<file path="src/rtl/regfile_sb_pkg.sv">
// Shared constants for the NPC integer register file and its scoreboard.
package regfile_sb_pkg;

   localparam int unsigned REG_ADDR_W = 5;
   localparam int unsigned XLEN       = 32;
   localparam int unsigned NR_REGS    = 2**REG_ADDR_W;
   localparam int unsigned REG_ZERO   = 0;

endpackage : regfile_sb_pkg

</file>
<file path="src/rtl/regfile_sb_rd_port.sv">
// One combinational read port: x0 forcing, optional write bypass, and operand-busy flag.
module regfile_rd_port
   import regfile_sb_pkg::*;
#(
   parameter int unsigned ADDR_WIDTH = REG_ADDR_W,
   parameter int unsigned DATA_WIDTH = XLEN,
   parameter int unsigned BYPASS     = 1
) (
   input  logic [ADDR_WIDTH-1:0]    raddr_i,
   input  logic [DATA_WIDTH-1:0]    rf_i [2**ADDR_WIDTH],
   input  logic                     wen_i,
   input  logic [ADDR_WIDTH-1:0]    waddr_i,
   input  logic [DATA_WIDTH-1:0]    wdata_i,
   input  logic [2**ADDR_WIDTH-1:0] busy_i,
   output logic [DATA_WIDTH-1:0]    rdata_o,
   output logic                     rs_busy_o
);

   logic fwd;

   // A same-cycle writeback both supplies the data and retires the pending producer.
   assign fwd = (BYPASS != 0) && wen_i && (waddr_i == raddr_i);

   always_comb begin
      rdata_o   = '0;
      rs_busy_o = 1'b0;
      if (raddr_i != ADDR_WIDTH'(REG_ZERO)) begin
         rdata_o   = fwd ? wdata_i : rf_i[raddr_i];
         rs_busy_o = busy_i[raddr_i] & ~fwd;
      end
   end

endmodule : regfile_rd_port

</file>
<file path="src/rtl/regfile_sb.sv">
// Integer register file with NR_READ read ports, one write port and a per-register busy scoreboard.
module regfile_sb
   import regfile_sb_pkg::*;
#(
   parameter int unsigned ADDR_WIDTH = REG_ADDR_W,
   parameter int unsigned DATA_WIDTH = XLEN,
   parameter int unsigned NR_READ    = 2,
   parameter int unsigned BYPASS     = 1
) (
   input  logic                             clk,
   input  logic                             rst_n,
   input  logic                             wen,
   input  logic [ADDR_WIDTH-1:0]            waddr,
   input  logic [DATA_WIDTH-1:0]            wdata,
   input  logic [NR_READ*ADDR_WIDTH-1:0]    raddr,
   output logic [NR_READ*DATA_WIDTH-1:0]    rdata,
   input  logic                             issue_en,
   input  logic [ADDR_WIDTH-1:0]            issue_rd,
   output logic [NR_READ-1:0]               rs_busy,
   output logic [2**ADDR_WIDTH-1:0]         busy_vec,
   output logic                             err
);

   localparam int unsigned NREGS = 2**ADDR_WIDTH;

   logic [DATA_WIDTH-1:0] rf_q [NREGS];
   logic [NREGS-1:0]      busy_q, busy_d;
   logic                  err_q, err_d;

   always_ff @(posedge clk) begin
      if (!rst_n) begin
         for (int unsigned k = 0; k < NREGS; k++) begin
            rf_q[k] <= '0;
         end
      end else if (wen && (waddr != ADDR_WIDTH'(REG_ZERO))) begin
         rf_q[waddr] <= wdata;
      end
   end

   // Issue takes priority over writeback so a re-issued register stays pending.
   always_comb begin
      busy_d = busy_q;
      for (int unsigned k = 1; k < NREGS; k++) begin
         if (issue_en && (issue_rd == ADDR_WIDTH'(k))) begin
            busy_d[k] = 1'b1;
         end else if (wen && (waddr == ADDR_WIDTH'(k))) begin
            busy_d[k] = 1'b0;
         end
      end
      busy_d[0] = 1'b0;

      err_d = err_q;
      if (issue_en && (issue_rd != ADDR_WIDTH'(REG_ZERO)) && busy_q[issue_rd] &&
          !(wen && (waddr == issue_rd))) begin
         err_d = 1'b1;
      end
   end

   always_ff @(posedge clk) begin
      if (!rst_n) begin
         busy_q <= '0;
         err_q  <= 1'b0;
      end else begin
         busy_q <= busy_d;
         err_q  <= err_d;
      end
   end

   assign busy_vec = busy_q;
   assign err      = err_q;

   for (genvar g = 0; g < NR_READ; g++) begin : g_rd
      regfile_rd_port #(
         .ADDR_WIDTH (ADDR_WIDTH),
         .DATA_WIDTH (DATA_WIDTH),
         .BYPASS     (BYPASS)
      ) u_rd (
         .raddr_i   (raddr[g*ADDR_WIDTH +: ADDR_WIDTH]),
         .rf_i      (rf_q),
         .wen_i     (wen),
         .waddr_i   (waddr),
         .wdata_i   (wdata),
         .busy_i    (busy_q),
         .rdata_o   (rdata[g*DATA_WIDTH +: DATA_WIDTH]),
         .rs_busy_o (rs_busy[g])
      );
   end

endmodule : regfile_sb

</file>
<file path="config.mk">
export PLATFORM = sky130hd
export DESIGN_NAME = regfile_sb
export DESIGN_NICKNAME = d
export VERILOG_FILES = /design/src/rtl/regfile_sb_pkg.sv /design/src/rtl/regfile_sb_rd_port.sv /design/src/rtl/regfile_sb.sv
export SDC_FILE = /design/constraint.sdc
export NUM_CORES = 2
export LEC_CHECK = 0
export ABC_CLOCK_PERIOD_IN_PS = 4100
export BUFFER_PORTS_ARGS = -buffer_cell sky130_fd_sc_hd__buf_2
export CORE_MARGIN = 4
export CORE_UTILIZATION = 55
export CTS_CLUSTER_DIAMETER = 200
export CTS_CLUSTER_SIZE = 20
export DETAILED_ROUTE_END_ITERATION = 12
export PLACE_DENSITY = 0.78
export SLEW_MARGIN = 0
export SYNTH_ARGS = -nofsm -noshare
export SYNTH_HDL_FRONTEND = slang
export SYNTH_SLANG_ARGS = --single-unit
</file>
<file path="constraint.sdc">
create_clock -name clk -period 4.1 [get_ports clk]
set_input_delay 0.41 -clock clk [delete_from_list [all_inputs] [get_ports clk]]
set_output_delay 0.41 -clock clk [all_outputs]
set_load 0.01 [all_outputs]
</file>
==> metrics <==
sequential fraction of the synthesis area=0.373; post-placement worst setup slack=0.358 ns; delay-heaviest family, CP=buffers and inverters; # fillers=8448; vias=51600; number of remaining DRC errors=0; placement-stage cell area=roughly 0.059 mm2; Avg Cell Area, Syn=9.04 um2; cell taking the most area after synthesis=dfxtp_1; number of flops mapped to enable cells by yosys=0; Synth Instances=6267; Final Cycle Share=0.952; crit-path max cell delay=roughly 0.53 ns; fin area=between 0.06 and 0.07 mm2; CP max-delay cell=mux4_2; post-DR vias/cell=7.00; I/O pin cnt=155; Worst-Margin Slew=~1.4 ns; Fin. Hold Viols=0; most frequent cells in the layout=2116 x nand2_1, 1056 x dfxtp_1, 992 x a21boi_0; Cell variety after synth=53; fin worst setup slack=0.196 ns; Slew Limit Headroom=0.0425; number of port buffers=153; DRT Pass-1 Iters=9; CP arrival=3.49 ns; Skew-Pair Late Insertion Delay=0.68 ns; ys async rst share=0; VDD IR max=361 uV; first-pass GRT wire length=322000 um; Tot GR Track Use=0.397; Final TNS setup=0 ns; Non-Filler Instances=7372; final wirelength=221000 um; largest cells by area after synthesis=dfxtp_1 37%, mux4_2 18%, nand2_1 14%; Worst Path Buf+Inv=4; startpoint types=primary input; # hold bufs at CTS=0; Synthesized Nets=about 6300; top cell type's share of synthesized area=0.373; HP Class=primary input to flop; CTS tree=built; largest net degree at the start of global routing=roughly 210; Slew Limit Fails=0; post-DR wirelength/cell=~30 um; placed insts=~7300; Synth Flop Type=dfxtp_1; Clock Skews=0.00602 ns; TritonCTS buffer count=between 50 and 60; DIE AREA=0.108 mm2; power per cell area=between 300 and 400 mW/mm2; initial antenna violation count=13; status=complete, no violations; vias in the first global route=49200; Initial Util=0.555; Mapped Area=0.0567 mm2; setup repair bufs after CTS=0; commonest non-fill, non-tap cell in the layout=nand2_1; Die W=329 um; Period minus WS final=3.90 ns; CP required=roughly 3.7 ns; root cell of the clock tree=clkbuf_16; crit path kind=primary input to output pin; worst-path maximum fanout=40; max cap viols=0; Power, Total=18.8 mW; Seq cells post-synth=1056; crit end category=output pin; CTS max path bufs=3; Routed Antenna Nets=0; Fmax achieved=256 MHz; gpl congestion=between 0.9 and 1; WHS=roughly 0.13 ns; RSZ-0062 raised after global routing=no; Core ar.=0.102 mm2; Pleak=19.4 nW; Post-DP HPWL=about 140000 um; yosys warns=0; H-tree levels=2; CP cell instances=buf_8 -> buf_4 -> buf_4 -> mux4_2 -> o221ai_1 -> nor2_1 -> nor3_1 -> nor3_1 -> buf_2; clock sinks=1056; GRT overflow=0; num rows=117; Worst-path clk slew=0.09 ns; PostCTS Resize Cnt=0; 1st-iter DRT viols=8412; share of cells above drive strength 1=0.157; P&R area growth vs syn=6.18%; Die Ht=~330 um; Final Setup Violations=0; Layout Nets=6047; final design utilization=0.590
-- final cells by class --
type / count / area, um2 / share of cell area
Antenna cell: 11 / 27.5 / 0.000458
Tap cell: 1368 / 1710 / 0.0285
Timing Repair Buffer: 334 / 2760 / 0.0458
Sequential cell: 1056 / 21100 / 0.351
Clock buffer: 60 / 1500 / 0.0250
Inverter: 3 / 11.3 / 0.000187
Multi-Input combinational cell: 4538 / 33000 / 0.548
Clock inverter: 2 / 60.1 / 0.000998
-- per-layer routing --
| layer | track usage | wire, um |
|---|---|---|
| met5 | 0.00621 | 123 |
| met4 | 0.278 | 19400 |
| met3 | 0.144 | 36800 |
| met2 | 0.561 | 90400 |
| met1 | 0.504 | 74300 |
-- where the power goes --
group,total (mW),switching (mW),internal (mW)
Combinational,2.24,1.49,0.746
Clock,6.19,3.53,2.66
Sequential,10.4,0.0628,10.3
Total,18.8,5.08,13.7
-- worst paths after layout --
| check | start | cells after the start | end | slack (ns) |
|---|---|---|---|---|
| setup reg to reg | busy_vec[19] | 4 | err | 2.43 |
| hold / removal | wdata[13] | 3 | rf_q[333] | 0.13 |
| setup / recovery | raddr[0] | 9 | rdata[23] | 0.20 |
| hold reg to reg | rf_q[419] | 2 | rf_q[419] | 0.48 |
-- worst register-to-register path: stages, from the launching register on --
cell and delay, ns:
dfxtp_1 0.42, mux4_2 0.51, mux4_2 0.46, nor2_1 0.09, o21ai_0 0.08
-- synth_stat cells (27+ instances only) --
library cell  count
a21boi_0        992
a21oi_1          90
a22oi_1         118
and2_1           40
and3_1           34
buf_2           119
buf_4            31
clkbuf_1        463
clkbuf_2         27
dfxtp_1        1056
mux2i_1         203
mux4_2          450
nand2_1        2147
nand3_1          45
nor2_1           80
nor2b_1          44
nor3_1           27
o221ai_1         37
o22ai_1          36
-- logic make-up (layout without fill, tap and decap cells) --
| kind of cell | count (synthesis) | after routing | synth area share |
|---|---|---|---|
| buf+inv | 673 | 399 | 0.0517 |
| flops | 1056 | 1056 | 0.373 |
| compound gates | 1411 | 1411 | 0.185 |
| other cells | 1 | 12 | 0.0000662 |
| simple gates | 2448 | 2448 | 0.171 |
| xor+xnor | 15 | 15 | 0.00232 |
| mux | 663 | 663 | 0.217 |
-- registers in the layout (all words and copies together) (netlist names) --
name	count
rf_q	1024
busy_vec	31
err	1
Note: power is estimated with default switching activity, not from simulation.
